**config.mk**
```make
export PLATFORM = sky130hd
export DESIGN_NAME = ternary_sign_select_pipe
export DESIGN_NICKNAME = d
export VERILOG_FILES = /design/src/rtl/ternary_sign_select_pipe_pkg.sv /design/src/rtl/ternary_sign_select_pipe_lane_sel.sv /design/src/rtl/ternary_sign_select_pipe.sv
export SDC_FILE = /design/constraint.sdc
export NUM_CORES = 2
export LEC_CHECK = 0
export ABC_AREA = 1
export BUFFER_PORTS_ARGS = -buffer_cell sky130_fd_sc_hd__buf_2
export CAP_MARGIN = 20
export CELL_PAD_IN_SITES_DETAIL_PLACEMENT = 0
export CELL_PAD_IN_SITES_GLOBAL_PLACEMENT = 1
export CORE_AREA = 2 2 462 464
export DETAILED_ROUTE_END_ITERATION = 10
export DIE_AREA = 0 0 464 466
export PLACE_DENSITY_LB_ADDON = 0.1
export SLEW_MARGIN = 20
export SYNTH_ARGS = -nofsm -noshare
export SYNTH_HDL_FRONTEND = slang
export SYNTH_SLANG_ARGS = --single-unit
```
**constraint.sdc**
```tcl
create_clock -name clk -period 31.4 [get_ports clk]
set_input_delay 7.85 -clock clk [delete_from_list [all_inputs] [get_ports clk]]
set_output_delay 7.85 -clock clk [all_outputs]
set_load 0.02 [all_outputs]
```
**src/rtl/ternary_sign_select_pipe_pkg.sv**
```systemverilog
// Shared definitions for the ternary sign-select datapath.
// Latency: n/a (package only).
// Backpressure: n/a (package only).
//
// Contents:
//   tern_code_t      2-bit ternary weight code
//   TERN_ZERO/POS/NEG/RSVD  code encodings
//   tern_beats()     beats per vector (VEC_LEN / LANES)
//   tern_idx_w()     width of the beat index, never below 1 bit
package tern_pkg;

  typedef logic [1:0] tern_code_t;

  // Encodings match the legacy stage: bit 0 marks "non-zero", bit 1 marks
  // "negative". 2'b10 (negative zero) has no meaning and is flagged.
  localparam tern_code_t TERN_ZERO = 2'b00;
  localparam tern_code_t TERN_POS  = 2'b01;
  localparam tern_code_t TERN_NEG  = 2'b11;
  localparam tern_code_t TERN_RSVD = 2'b10;

  // Number of LANES-wide beats making up one vector.
  function automatic int tern_beats(input int vec_len, input int lanes);
    return vec_len / lanes;
  endfunction

  // Beat index width. A single-beat vector still gets a 1-bit index so the
  // port never collapses to zero width.
  function automatic int tern_idx_w(input int vec_len, input int lanes);
    int beats;
    beats = vec_len / lanes;
    if (beats <= 1) begin
      return 1;
    end
    return $clog2(beats);
  endfunction

endpackage : tern_pkg

```
**src/rtl/ternary_sign_select_pipe_lane_sel.sv**
```systemverilog
// One ternary lane: product = a * w for w in {-1, 0, +1}, plus flags.
// Latency: combinational (0 cycles).
// Backpressure: none; the enclosing pipe register handles flow control.
//
// Ports:
//   a        signed activation, DATA_W bits
//   wcode    ternary weight code (see tern_pkg)
//   product  signed result, DATA_W bits
//   nz       code is +1 or -1 (counted toward the beat's non-zero total)
//   rsvd     code is the reserved encoding 2'b10
//
// Build option: TERN_SAT_EN defined makes -(-2^(DATA_W-1)) saturate to
// +2^(DATA_W-1)-1; undefined keeps plain two's-complement wrap, which is
// bit-identical to the legacy per-element stage.
module tern_lane_sel
  import tern_pkg::*;
#(
  parameter int DATA_W = 8
) (
  input  logic signed [DATA_W-1:0] a,
  input  tern_code_t               wcode,
  output logic signed [DATA_W-1:0] product,
  output logic                     nz,
  output logic                     rsvd
);

  // Most negative and most positive representable values.
  localparam logic [DATA_W-1:0] MIN_VAL = {1'b1, {(DATA_W-1){1'b0}}};
  localparam logic [DATA_W-1:0] MAX_VAL = {1'b0, {(DATA_W-1){1'b1}}};

  logic signed [DATA_W-1:0] neg_wrap;
  logic signed [DATA_W-1:0] neg_a;

  // Negation at DATA_W bits: the only overflowing input is MIN_VAL, whose
  // wrapped negation is itself.
  assign neg_wrap = -a;

`ifdef TERN_SAT_EN
  assign neg_a = (a == MIN_VAL) ? MAX_VAL : neg_wrap;
`else
  assign neg_a = neg_wrap;
`endif

  always_comb begin
    product = '0;
    nz      = 1'b0;
    rsvd    = 1'b0;
    case (wcode)
      TERN_POS: begin
        product = a;
        nz      = 1'b1;
      end
      TERN_NEG: begin
        product = neg_a;
        nz      = 1'b1;
      end
      TERN_RSVD: begin
        // Reserved code behaves as zero but is reported upstream.
        rsvd = 1'b1;
      end
      default: begin
        // TERN_ZERO: product stays 0, not counted.
      end
    endcase
  end

endmodule : tern_lane_sel

```
**src/rtl/ternary_sign_select_pipe.sv**
```systemverilog
// Streaming ternary sign-select: LANES products a*w per beat, registered.
// Latency: 1 cycle from accept edge to out_valid with data.
// Backpressure: single skid-free stage; in_ready = !out_valid || out_ready,
//               so a new beat loads in the same cycle the held one drains.
//
// Ports:
//   clk, rst        clock, asynchronous active-high reset
//   in_valid/ready  input handshake
//   in_data         LANES x DATA_W signed activations, lane i at [i]
//   in_wcode        LANES x 2 ternary weight codes, lane i at [i]
//   out_valid/ready output handshake
//   out_data        LANES x DATA_W signed products
//   out_last        beat is the final one (index BEATS-1) of the vector
//   out_beat_idx    beat position within the vector
//   out_nz_cnt      lanes whose code was +1 or -1
//   err_code        sticky: a reserved code was accepted since reset
//
// Build option: TERN_SAT_EN (see tern_lane_sel) selects saturating negation.
module ternary_sign_select_pipe
  import tern_pkg::*;
#(
  parameter  int DATA_W  = 8,
  parameter  int LANES   = 64,
  parameter  int VEC_LEN = 4096,
  localparam int BEATS   = tern_beats(VEC_LEN, LANES),
  localparam int IDX_W   = tern_idx_w(VEC_LEN, LANES),
  localparam int CNT_W   = $clog2(LANES + 1)
) (
  input  logic                      clk,
  input  logic                      rst,
  input  logic                      in_valid,
  output logic                      in_ready,
  input  logic [LANES*DATA_W-1:0]   in_data,
  input  logic [LANES*2-1:0]        in_wcode,
  output logic                      out_valid,
  input  logic                      out_ready,
  output logic [LANES*DATA_W-1:0]   out_data,
  output logic                      out_last,
  output logic [IDX_W-1:0]          out_beat_idx,
  output logic [CNT_W-1:0]          out_nz_cnt,
  output logic                      err_code
);

  localparam logic [IDX_W-1:0] LAST_IDX = IDX_W'(BEATS - 1);

  logic [LANES*DATA_W-1:0] lane_prod;
  logic [LANES-1:0]        lane_nz;
  logic [LANES-1:0]        lane_rsvd;
  logic [CNT_W-1:0]        nz_sum;
  logic                    any_rsvd;
  logic                    accept;
  logic [IDX_W-1:0]        beat_cnt;

  // ------------------------------------------------------------------
  // Per-lane product and flags
  // ------------------------------------------------------------------
  for (genvar i = 0; i < LANES; i++) begin : g_lane
    tern_lane_sel #(
      .DATA_W (DATA_W)
    ) u_lane (
      .a       (in_data[i*DATA_W +: DATA_W]),
      .wcode   (in_wcode[i*2 +: 2]),
      .product (lane_prod[i*DATA_W +: DATA_W]),
      .nz      (lane_nz[i]),
      .rsvd    (lane_rsvd[i])
    );
  end

  // Population count of non-zero lanes for the statistics field.
  always_comb begin
    nz_sum = '0;
    for (int i = 0; i < LANES; i++) begin
      nz_sum = nz_sum + CNT_W'(lane_nz[i]);
    end
  end

  assign any_rsvd = |lane_rsvd;

  // ------------------------------------------------------------------
  // Handshake
  // ------------------------------------------------------------------
  // The register is free when empty or when its beat leaves this cycle.
  // in_valid deliberately does not feed in_ready.
  assign in_ready = !out_valid || out_ready;
  assign accept   = in_valid && in_ready;

  // ------------------------------------------------------------------
  // Beat position counter: wraps after the last beat so vectors stream
  // back-to-back without a bubble.
  // ------------------------------------------------------------------
  always_ff @(posedge clk or posedge rst) begin
    if (rst) begin
      beat_cnt <= '0;
    end else if (accept) begin
      if (beat_cnt == LAST_IDX) begin
        beat_cnt <= '0;
      end else begin
        beat_cnt <= beat_cnt + 1'b1;
      end
    end
  end

  // ------------------------------------------------------------------
  // Output register
  // ------------------------------------------------------------------
  always_ff @(posedge clk or posedge rst) begin
    if (rst) begin
      out_valid    <= 1'b0;
      out_data     <= '0;
      out_last     <= 1'b0;
      out_beat_idx <= '0;
      out_nz_cnt   <= '0;
    end else if (accept) begin
      out_valid    <= 1'b1;
      out_data     <= lane_prod;
      out_last     <= (beat_cnt == LAST_IDX);
      out_beat_idx <= beat_cnt;
      out_nz_cnt   <= nz_sum;
    end else if (out_ready) begin
      // Drained with nothing behind it; payload is held but marked invalid.
      out_valid <= 1'b0;
    end
  end

  // Sticky error: only accepted beats can raise it.
  always_ff @(posedge clk or posedge rst) begin
    if (rst) begin
      err_code <= 1'b0;
    end else if (accept && any_rsvd) begin
      err_code <= 1'b1;
    end
  end

endmodule : ternary_sign_select_pipe

```
==> summary.txt <==
Run status
  – Outcome: finished clean

Logic synthesis
  – Register area share after synthesis: 0.416
  – Compound-Gate Fraction of Synth Area: 0.154
  – Post-synth top area share: 0.416
  – Synth Area in Simple Gates: 0.250
  – Xor and xnor area share after synthesis: 0.0193
  – Netlist cell types: 30
  – Multiplexer share of the synthesized area: 0
  – Ys Warns: 0
  – Largest family of logic cells by synthesized area: simple AND/OR/NAND/NOR gates
  – Flops & latches, synth: between 500 and 600
  – Synth Instances: around 4400
  – Post-Syn Nets: 5138
  – Synth Cell Area: 32100 sq um
  – Post-synthesis average cell area: 7.37 sq um
  – Largest cells by area after synthesis: dfrtp_1 42%, nand2_1 13%, o21ai_0 9.7%
  – Yosys top cell by area: dfrtp_1
  – Share of synthesized cell area in full adder, half adder and majority cells: 0.0648

Timing
  – Skew final: 47.3 ps
  – Max-slew headroom: 0.376
  – RSZ-0062 raised after global routing: no
  – Final setup violation count: 0
  – Crit share post-route: 0.518
  – Final WS setup: about 15000 ps
  – Worst Max-Slew Pin Slew: 936 ps
  – Final hold viol count: 0
  – Count of final max-slew check failures: 0
  – Fin Setup TNS: 0 ps
  – Max Freq: approximately 62 MHz
  – Final worst path period need: 16250 ps

Drt
  – Number of DRC markers in iteration 0: 1460
  – Drt wl/cell: between 20 and 25 microns
  – Post-Route WL: between 150 and 200 mm
  – DR vias/cell: 3.99
  – Residual DRC count: 0
  – Via count: 33500
  – Number of detailed-route iterations in the first pass: 5
  – Post-DRT Antenna Nets: 0

Worst setup path
  – Delay-heaviest family, CP: buffers and inverters
  – Crit end category: output port
  – CP required: between 20000 and 25000 ps
  – FF-to-FF path depth: 11
  – Crit path cell chain: buf_2 -> inv_1 -> nand2_4 -> buf_2
  – Reg2Reg Setup Slack: between 20000 and 30000 ps
  – CP max FO: 3
  – Setup crit start kind: primary input
  – Worst Path Buf+Inv: 3
  – WS Path Type: in2out
  – Reg-to-reg startpoint: out_valid
  – Reg2Reg Capture Point: out_data[214]
  – Crit path arrival time: 8400 ps
  – Crit path top cell by count: buf_2
  – Critical Path Slowest Stage Cell: buf_2
  – Max incr delay on CP: 200 ps

Min path
  – Endpoint, Worst Hold: err_code
  – Worst hold path type: reg2reg
  – Worst Hold Path Cells: 2
  – Worst hold path startpoint: err_code

Clocking
  – Maximum clock path buffer count: 3
  – H-tree Lvls: 3
  – CTS tree: yes
  – # Post-CTS Setup Buffers: 0
  – Clock root cell: clkbuf_16
  – Clock transition at path regs: 50 ps
  – Post-CTS Hold Buffers: 0
  – Clk Latency, worst-skew pair: 710 ps
  – Post-CTS sizing: 0
  – Clock sink count: 534
  – Num CTS Buffers: 86

GRT
  – Antenna violations before repair: ~160
  – Grt ovf: 0
  – First-pass GRT wire length: 267 mm
  – Vias in the first global route: ~34000
  – GRT Overall Usage: 0.172
  – Largest net degree at the start of global routing: 112

Power
  – Power Dens Cells: 68.4 nW/um^2
  – VDD IR max: around 120 uV
  – Clock power frac: 0.336
  – Leakage power: 0.0227 uW
  – Sequential power share: 0.281
  – Internal: 1800 uW
  – Logic pwr share: 0.383
  – NetSw: 1200 uW
  – Net Sw Frac: 0.400

Layout
  – Final net count: 6253
  – Layout Utilization: 0.208
  – Layout cell share with drive strength beyond 1: 0.251
  – Final Instance Area: 43900 sq um
  – Area delta synth->final: 36.7%

Place
  – DP Wirelength: ~160 mm
  – Worst slack at placement: 15120 ps
  – GP Congestion: about 0.85
  – DP Area: ~41000 sq um
  – PortBufs: 1172

Floorplanning
  – Std-Cell Core Area: between 200000 and 250000 sq um
  – Die area: 216000 sq um
  – Starting Density: 0.152
  – Die H: between 400 and 500 microns
  – Row cnt: 169
  – Die width: 464 microns
  – # IOs: 1173

Run
  – Max cap viols: 0
-- cells in the final DEF (no fill, tap or decap) --
master      instances
clkbuf_16          87
xor2_1             71
nand2_8             1
a31oi_1            17
clkinvlp_4          1
inv_8               1
nand2_1          1143
bufinv_16           5
nor3_1            171
nand3_1           206
nor2_4             31
buf_2            1172
clkinv_16           1
nor3_2              1
buf_12              1
fa_1               54
inv_1             612
clkinv_2           16
and2_1              1
nand3b_1            5
o31ai_1            23
a22o_1             57
or2_2               9
nand2_4             1
buf_4              18
o21ai_0           626
ha_1               80
clkbuf_8           27
inv_6               2
o31ai_2             4
diode_2            33
nand4_1            19
dfrtp_1           534
a21oi_1           199
clkbuf_1           14
inv_2               7
nor2_1            320
nor2_8              3
clkinv_8            1
-- state kept, by name, indices dropped and copies added (netlist names) --
register and count:
out_nz_cnt 7, out_beat_idx 6, err_code 1, out_data 512, beat_cnt 6, out_last 1, out_valid 1
-- per-stage QoR --
step | cells | total power [uW] | hold WS (ps)
after global placement | 8208 | 2050 | 451
after global routing | 8376 | 3260 | 492
after floorplan | 4360 | 1600 | 483
after detailed placement | 8208 | 2040 | 453
after CTS | 8362 | 3100 | 468
final | 8395 | 3010 | 460
-- worst register-to-register path, delay by kind of cell (launching register included) --
kind | cells | cell delay, ps
buffers and inverters | 5 | 2750
AOI/OAI and AO/OA | 2 | 140
DFF | 1 | 380
and+or+nand+nor | 4 | 930
-- cell families after synthesis --
group	count (synthesis)
xor gates and xnor gates	71
and+or+nand+nor	1911
DFF	534
adders and majority gates	134
AOI/OAI and AO/OA	926
buffers and inverters	784
-- per-layer routing --
| layer | track usage | part of all wire | vias to the layer above |
|---|---|---|---|
| met5 | 0 | 0.0033 | - |
| met4 | 0.0467 | 0.032 | 104 |
| met3 | 0.0783 | 0.097 | 432 |
| met2 | 0.300 | 0.48 | 1118 |
| met1 | 0.188 | 0.38 | 15500 |
| li1 | - | - | 16300 |
-- worst max-delay path by stage --
stage,startpoint,endpoint,slack (ps),depth (start not counted)
final,out_ready,in_ready,15150,4
after global routing,out_ready,in_ready,15120,4
after CTS,out_ready,in_ready,15120,4
after detailed placement,out_ready,in_ready,15120,4
after global placement,out_ready,in_ready,15100,4
after floorplan,rst,beat_cnt[0],8630,1
-- power groups by stage --
stage | sequential (uW) | clock, uW | combinational [uW]
final | 845 | 1010 | 1150
after global routing | 858 | 1080 | 1320
after CTS | 847 | 1060 | 1190
after detailed placement | 857 | 0 | 1190
after global placement | 856 | 0 | 1200
after floorplan | 960 | 0 | 642
-- area by class of cell --
| type | instances | area [sq um] |
|---|---|---|
| Timing Repair Buffer | 1191 | 6020 |
| Multi-Input combinational cell | 3042 | 15700 |
| Inverter | 620 | 2330 |
| Antenna cell | 33 | 82.6 |
| Sequential cell | 534 | 13400 |
| Clock buffer | 128 | 2600 |
| Clock inverter | 26 | 302 |
| Fill cell | 24100 | 167000 |
| Tap cell | 2821 | 3530 |
-- cells in the mapped netlist, drive strengths merged --
master  count
nand2    1145
o21ai     626
or2         9
xor2       71
o31ai      27
fa         54
a22o       57
clkinv      1
nor3      172
nor2      354
inv       619
dfrtp     534
a31oi      17
and2        1
buf        70
a21oi     199
nand3     206
nand4      19
nand3b      5
ha         80
clkbuf     94
(Power assumes the default switching activity.)
